[config.mk]
export PLATFORM = sky130hd
export DESIGN_NAME = child_fifo
export DESIGN_NICKNAME = d
export VERILOG_FILES = /design/src/rtl/child_pkg.sv /design/src/rtl/child_fifo_mem.sv /design/src/rtl/child_fifo.sv
export SDC_FILE = /design/constraint.sdc
export NUM_CORES = 1
export LEC_CHECK = 0
export ABC_AREA = 1
export CAP_MARGIN = 5
export CORE_AREA = 4 4 41 43
export CTS_BUF_LIST = sky130_fd_sc_hd__clkbuf_8
export CTS_CLUSTER_DIAMETER = 80
export DETAILED_ROUTE_END_ITERATION = 10
export DIE_AREA = 0 0 45 47
export PLACE_DENSITY = 0.86
export SYNTH_ARGS = -nofsm -noshare
export SYNTH_HDL_FRONTEND = slang
export SYNTH_SLANG_ARGS = --single-unit
[constraint.sdc]
create_clock -name clk -period 1.9 [get_ports clk]
set_input_delay 0.38 -clock clk [delete_from_list [all_inputs] [get_ports clk]]
set_output_delay 0.38 -clock clk [all_outputs]
set_load 0.05 [all_outputs]
[src/rtl/child_pkg.sv]
// rtl/child_pkg.sv - shared sizing helpers for the child_fifo leaf
//
// Purpose: constant functions that size the child_fifo pointers and
//          occupancy counter, plus the DEPTH legality predicate used by the
//          elaboration-time check in the top level.
// Ports:   none (package)
package child_pkg;

  // Read/write pointer width; pointers wrap naturally at DEPTH.
  function automatic int ptr_width(input int depth);
    return $clog2(depth);
  endfunction

  // Occupancy counter width; one extra bit so LEVEL can represent DEPTH.
  function automatic int level_width(input int depth);
    return $clog2(depth) + 1;
  endfunction

  // Natural pointer wrap only works for a power-of-two depth of at least 2.
  function automatic bit depth_ok(input int depth);
    return (depth >= 2) && ((depth & (depth - 1)) == 0);
  endfunction

endpackage

[src/rtl/child_fifo_mem.sv]
// rtl/child_fifo_mem.sv - DEPTH x WIDTH storage array for child_fifo
//
// Purpose: register-array storage with one synchronous write port and one
//          asynchronous read port. Storage is deliberately not reset; the
//          top level masks the output whenever the queue is empty.
// Ports:
//   clk    in   1      write clock
//   we     in   1      write enable
//   waddr  in   AW     write address
//   wdata  in   WIDTH  write data
//   raddr  in   AW     read address
//   rdata  out  WIDTH  read data (combinational from raddr)
module child_fifo_mem
  import child_pkg::*;
#(
  parameter int WIDTH = 1,
  parameter int DEPTH = 4,
  parameter int AW    = ptr_width(DEPTH)
) (
  input  logic             clk,
  input  logic             we,
  input  logic [AW-1:0]    waddr,
  input  logic [WIDTH-1:0] wdata,
  input  logic [AW-1:0]    raddr,
  output logic [WIDTH-1:0] rdata
);

  logic [WIDTH-1:0] mem [DEPTH];

  always_ff @(posedge clk) begin
    if (we) begin
      mem[waddr] <= wdata;
    end
  end

  assign rdata = mem[raddr];

endmodule

[src/rtl/child_fifo.sv]
// rtl/child_fifo.sv - parametrised first-word-fall-through FIFO leaf cell
//
// Purpose: carries WIDTH-bit data from I to O through a DEPTH-entry FWFT
//          queue with valid/ready handshakes on both sides.
// Ports:
//   clk      in   1       rising-edge clock
//   rst      in   1       asynchronous active-high reset
//   I        in   WIDTH   write data
//   I_VALID  in   1       write request
//   I_READY  out  1       space available (LEVEL != DEPTH)
//   O        out  WIDTH   head-of-queue data, 0 while empty
//   O_VALID  out  1       queue non-empty (LEVEL != 0)
//   O_READY  in   1       consumer accepts head
//   FLUSH    in   1       synchronous clear of pointers and LEVEL
//   LEVEL    out  LW      occupancy 0..DEPTH
module child_fifo
  import child_pkg::*;
#(
  parameter int WIDTH = 1,
  parameter int DEPTH = 4,
  parameter int PW    = ptr_width(DEPTH),
  parameter int LW    = level_width(DEPTH)
) (
  input  logic             clk,
  input  logic             rst,
  input  logic [WIDTH-1:0] I,
  input  logic             I_VALID,
  output logic             I_READY,
  output logic [WIDTH-1:0] O,
  output logic             O_VALID,
  input  logic             O_READY,
  input  logic             FLUSH,
  output logic [LW-1:0]    LEVEL
);

  if (!depth_ok(DEPTH)) begin : g_bad_depth
    $fatal(1, "child_fifo: DEPTH must be a power of two >= 2");
  end

  localparam logic [LW-1:0] FULL_LEVEL = LW'(DEPTH);

  logic [PW-1:0]    wr_ptr;
  logic [PW-1:0]    rd_ptr;
  logic [LW-1:0]    level;
  logic [WIDTH-1:0] rdata;
  logic             push;
  logic             pop;

  // Flags come only from the registered counter, so neither ready nor valid
  // has a combinational path from the opposite handshake input.
  assign I_READY = (level != FULL_LEVEL);
  assign O_VALID = (level != '0);
  assign push    = I_VALID & I_READY;
  assign pop     = O_VALID & O_READY;

  always_ff @(posedge clk or posedge rst) begin
    if (rst) begin
      wr_ptr <= '0;
      rd_ptr <= '0;
      level  <= '0;
    end else if (FLUSH) begin
      // Any transfer in the flush cycle is dropped; storage is left stale.
      wr_ptr <= '0;
      rd_ptr <= '0;
      level  <= '0;
    end else begin
      if (push) begin
        wr_ptr <= wr_ptr + 1'b1;
      end
      if (pop) begin
        rd_ptr <= rd_ptr + 1'b1;
      end
      if (push && !pop) begin
        level <= level + 1'b1;
      end else if (pop && !push) begin
        level <= level - 1'b1;
      end
    end
  end

  child_fifo_mem #(
    .WIDTH (WIDTH),
    .DEPTH (DEPTH),
    .AW    (PW)
  ) u_mem (
    .clk   (clk),
    .we    (push & ~FLUSH),
    .waddr (wr_ptr),
    .wdata (I),
    .raddr (rd_ptr),
    .rdata (rdata)
  );

  // Stale storage is never visible: the head is forced to 0 while empty.
  assign O     = O_VALID ? rdata : '0;
  assign LEVEL = level;

endmodule

* Yosys cells after proc, flatten, opt, wreduce, memory -nomap -nowiden
Memory sizes are Yosys's and may differ from the RTL's.
Cells that the tools add are included.
** Storage, ports and cells
- Memory bits (writable) :: 4
- Memories :: 1
- Input bits :: 6
- Flip-flop bits (word level) :: 7
** Memories
- u_mem.mem :: depth 4, width 1, rd ports 1, clocked after Yosys merged registers in 0, wr ports 1, RTL line child_fifo_mem.sv:28 : logic [WIDTH-1:0] mem [DEPTH];
** Operators by class
- Add/subtract/negate cells :: 4
- Equality and inequality tests :: 1
- Reduce and logical (&&, ||, !) cells :: 8
- Bitwise operators :: 4
- Muxes and demuxes :: 10
** Operators with widths (count)
- $mux W3 :: 3
- $mux W2 :: 4
- $reduce_bool A3 Y1 :: 2
- $add A2 B1 Y2 const B :: 2
- $reduce_bool A2 Y1 :: 2
- $add A3 B1 Y3 const B :: 1
- $and A1 B1 Y1 :: 3
- $mux W1 :: 3
- $ne A3 B3 Y1 const B :: 1
- $sub A3 B1 Y3 const B :: 1
- $logic_and A1 B1 Y1 :: 2
- $logic_not A1 Y1 :: 2
- $not A1 Y1 :: 1

* Depth between registers and ports, before layout
- Depth after elaboration :: 7
- Mapped depth :: 12
- Depth with buffers taken out :: 12

* Cells and area by module
A second synthesis with hierarchy kept.
** Second synthesis, totals
- Cells, all modules :: 78
- Area, all modules :: 654.4 µm²
** By module, submodules not included
- child_fifo :: area an instance 446.7 µm², cells an instance 54, seq. area each 175.2 µm², instances 1
- child_fifo_mem :: area an instance 207.7 µm², cells an instance 24, seq. area each 120.1 µm², instances 1

* Worst setup path before layout
OpenSTA, ideal clock, no wires.
- Path kind :: register to output
- Start :: register level[2] (netlist: LEVEL[2])
- End :: output O
- Arrival time :: 2.284 ns
- Data required time :: 1.520 ns
- Cell stages (with the launch flop) :: 4
- Setup slack :: -0.764 ns
- Cell sequence :: dfrtp_1 inv_1 nand2_2 a21boi_0
** On the way
- Cells in the longest elaborated chain, start to end :: 2
** Ends and longest elaborated chain
- start, declared :: RTL line child_fifo.sv:44 : logic [LW-1:0] level;
- start signal, assigned :: RTL line child_fifo.sv:74 : level <= level + 1'b1;
- start signal, assigned :: RTL line child_fifo.sv:76 : level <= level - 1'b1;
- $reduce_bool A3 Y1 :: RTL line child_fifo.sv:52 : assign O_VALID = (level != '0);
- via O_VALID :: RTL line child_fifo.sv:30 : output logic O_VALID,
- $mux W1 :: RTL line child_fifo.sv:95 : assign O = O_VALID ? rdata : '0;
- end, declared :: RTL line child_fifo.sv:29 : output logic [WIDTH-1:0] O,
The timed path passes the listed nets, and every way through them passes these cells.

* Final worst setup path
- Start :: register level[0] (netlist: LEVEL[0])
- End :: register level[2] (netlist: LEVEL[2])
** On the way
- Cells in the longest elaborated chain, start to end :: 6
** Ends and longest elaborated chain
- parallel branches: the longest is 6 deep, another holds $sub A3 B1 Y3
Parallel ways; which one is timed is not known. The select of a mux whose other input is x is not followed.
A chain may end at the register's enable or synchronous reset.

==> reports/summary.txt <==
Status: completed
H-tree depth: 1
Final total power: 1.77 mW
GPL Wtd Cong: 0.891
GR Overflow Total: 0
Synth Instances: 78
Psw: 0.864 mW
Die width: 45 um
Post-CTS resize count: 0
Sw frac: 48.9%
Setup Viol. Count Final: 0
Syn avg cell area: 8.69 um2
Tightest Pin Transition: 282 ps
Reg2Reg Setup Slack: 80 ps
Setup slack at placement: -127 ps
Site row count: 13
First-pass GRT wire length: 2300 um
Seq/Total Area, Yosys: 43.5%
Net count after synthesis: 89
Hold Crit Class: primary input to async pin
Initial DRC Count: 16
Antenna diodes: 0
Drt drc: 0
Core ar.: 1300 um2
PwrDens: 1890 nW/um2
Largest net degree at the start of global routing: 8
Post-DRT Antenna Nets: 0
Number of antenna violations at the first check in global routing: 0
Critical Path RT: 2030 ps
Area of the die: 2120 um2
Maxcap violations: 0
Clk pin slew, worst setup/hold paths: 50 ps
Detailed-route wire length per cell: 13.5 um
Multi-input gate area: 347 um2
Sequential cell area: 299 um2
Hold Buf Count CTS: 0
Synth cell types: 20
PortBufs: 11
CTS tree: built
Synth warn: 0
Die height: 47 um
Num CTS Buffers: 3
Type of destination of the critical path: flip-flop
Post-Route WL: 1560 um
Max-slew violations: 0
Commonest non-fill, non-tap cells in the layout: 15 x inv_1, 14 x nand2_1, 12 x buf_4
Clock skew: 2.76 ps
Most common cell after layout, fill and taps aside: inv_1
Lkg Pwr: 0.456 nW
# IOs: 12
Post-Place Cell Area: 846 um2
Setup CP Type: flip-flop to flip-flop
Clk root buf: clkbuf_8
Power share of the combinational group: 65.2%
Clock Tree Buf Depth: 2
Final hold violation count: 0
DR vias/cell: 4.98
Final worst slack: 76.7 ps
Initial Utilization: 52.1%
Slew Limit Headroom: 81.2%
Final Cycle Share: 96.0%
CP arrival: 1950 ps
Fin area: 933 um2
Clk Latency, worst-skew pair: 240 ps
DP HPWL: 1020 um
Crit-path max FO: 4
Mapped Area: 678 um2
Layout fillers: 101
Share of post-route cells with drive strength above 1: 32.0%
Type of origin of the critical path: flip-flop
Period minus WS final: 1820 ps
Max Freq: 548 MHz
Layout area overhead: 37.6%
Int Pwr: 0.903 mW
Reg power frac: 22.2%
Clock sinks: 11
#FFs+latches synth: 11
Fin nets: 112
DRT Pass-1 Iters: 4
Number of global-route vias before repair: 530
Clock share of power: 12.6%
Via count: 573
Setup_tns: 0 ps
VDD IR max: 1070 uV
GRT Util Overall: 15.6%
## metrics by stage
step                utilization [%]  std cells  hold WS [ps]
global route                   71.7        115           400
floorplan                         -         78           183
finish                         71.7        115           376
global placement               65.0        107           534
CTS                            68.5        111           384
detailed placement             65.0        107           557
## worst paths after layout
check                                     start                     to  cells past startpoint
max                        LEVEL[0]$_DFFE_PP0P_   LEVEL[2]$_DFFE_PP0P_                     13
min in group clk           LEVEL[0]$_DFFE_PP0P_   LEVEL[0]$_DFFE_PP0P_                      2
max reg2reg                LEVEL[0]$_DFFE_PP0P_   LEVEL[2]$_DFFE_PP0P_                     13
max in group asynchronous                   rst   LEVEL[0]$_DFFE_PP0P_                      2
min reg2reg                LEVEL[0]$_DFFE_PP0P_   LEVEL[0]$_DFFE_PP0P_                      2
min                                         rst  rd_ptr[0]$_DFFE_PP0P_                      2
## cells by family (layout without fill, tap and decap cells)
family          after synthesis  count (layout)  share of synthesized area (%)
compound gates                9               9                           7.56
simple gates                 35              35                           27.9
buf+inv                      17              39                           9.41
flops                        11              11                           43.5
xor+xnor                      1               1                           1.29
fa+ha+maj                     5               5                           10.3
## what timing repair did
item                                    in CTS  in global routing
endpoints found under the setup margin       0                  1
buffers inserted                             0                  4
hold endpoints to repair                     0                  0
## area by class of cell
class | instances | area share [%]
clock inverter | 1 | 0.402
multi-input combinational | 50 | 37.1
tap | 15 | 2.01
timing repair buffer | 18 | 17.2
sequential | 11 | 32.0
inverter | 17 | 6.84
clock buffer | 3 | 4.42
## registers in the layout (all words and copies together) (netlist names)
name       flops
rd_ptr         2
wr_ptr         2
LEVEL          3
u_mem.mem      4
## metal layers
layer | track usage [%] | wire (um) | vias up
met5 | 0 | 0 | -
met4 | 5.85 | 36 | 0
met3 | 3.45 | 84 | 4
met2 | 27.4 | 823 | 26
met1 | 18.8 | 613 | 257
li1 | - | - | 286
## power groups by stage
| stage | Combinational [mW] | Clock, mW | Sequential (mW) |
|---|---|---|---|
| final | 1.15 | 0.223 | 0.391 |
| after detailed placement | 1.00 | 0 | 0.391 |
| after global routing | 1.23 | 0.229 | 0.402 |
| after global placement | 0.977 | 0 | 0.388 |
| after CTS | 1.02 | 0.219 | 0.388 |
| after floorplan | 0.654 | 0 | 0.484 |
## cell usage after synthesis
cell | instances | area [um2]
a21boi_0 | 1 | 7.51
a21oi_1 | 2 | 10.0
a21oi_2 | 1 | 8.76
clkinv_1 | 1 | 3.75
dfrtp_1 | 7 | 175
edfxtp_1 | 4 | 120
fa_1 | 1 | 20.0
ha_1 | 4 | 50.1
inv_1 | 15 | 56.3
inv_2 | 1 | 3.75
nand2_1 | 14 | 52.6
nand2_2 | 1 | 6.26
nand2_4 | 4 | 45.0
nand3_1 | 5 | 25.0
nand3b_1 | 1 | 7.51
nor2_1 | 8 | 30.0
nor2_4 | 2 | 22.5
o21ai_0 | 4 | 20.0
o21ai_1 | 1 | 5.00
xnor2_1 | 1 | 8.76
## critical path, stage by stage, from the launching register on
cell     delay, ps
dfrtp_2        410
nor2_4          70
buf_12         130
nand2_8         60
nand2_4         60
nand2_4         70
inv_1           60
fa_2           380
xnor2_2        160
inv_1           60
nand2_1         80
nand2_1         60
nand3_1         60
nand2_1         50
Power figures use the tool's default switching activity.
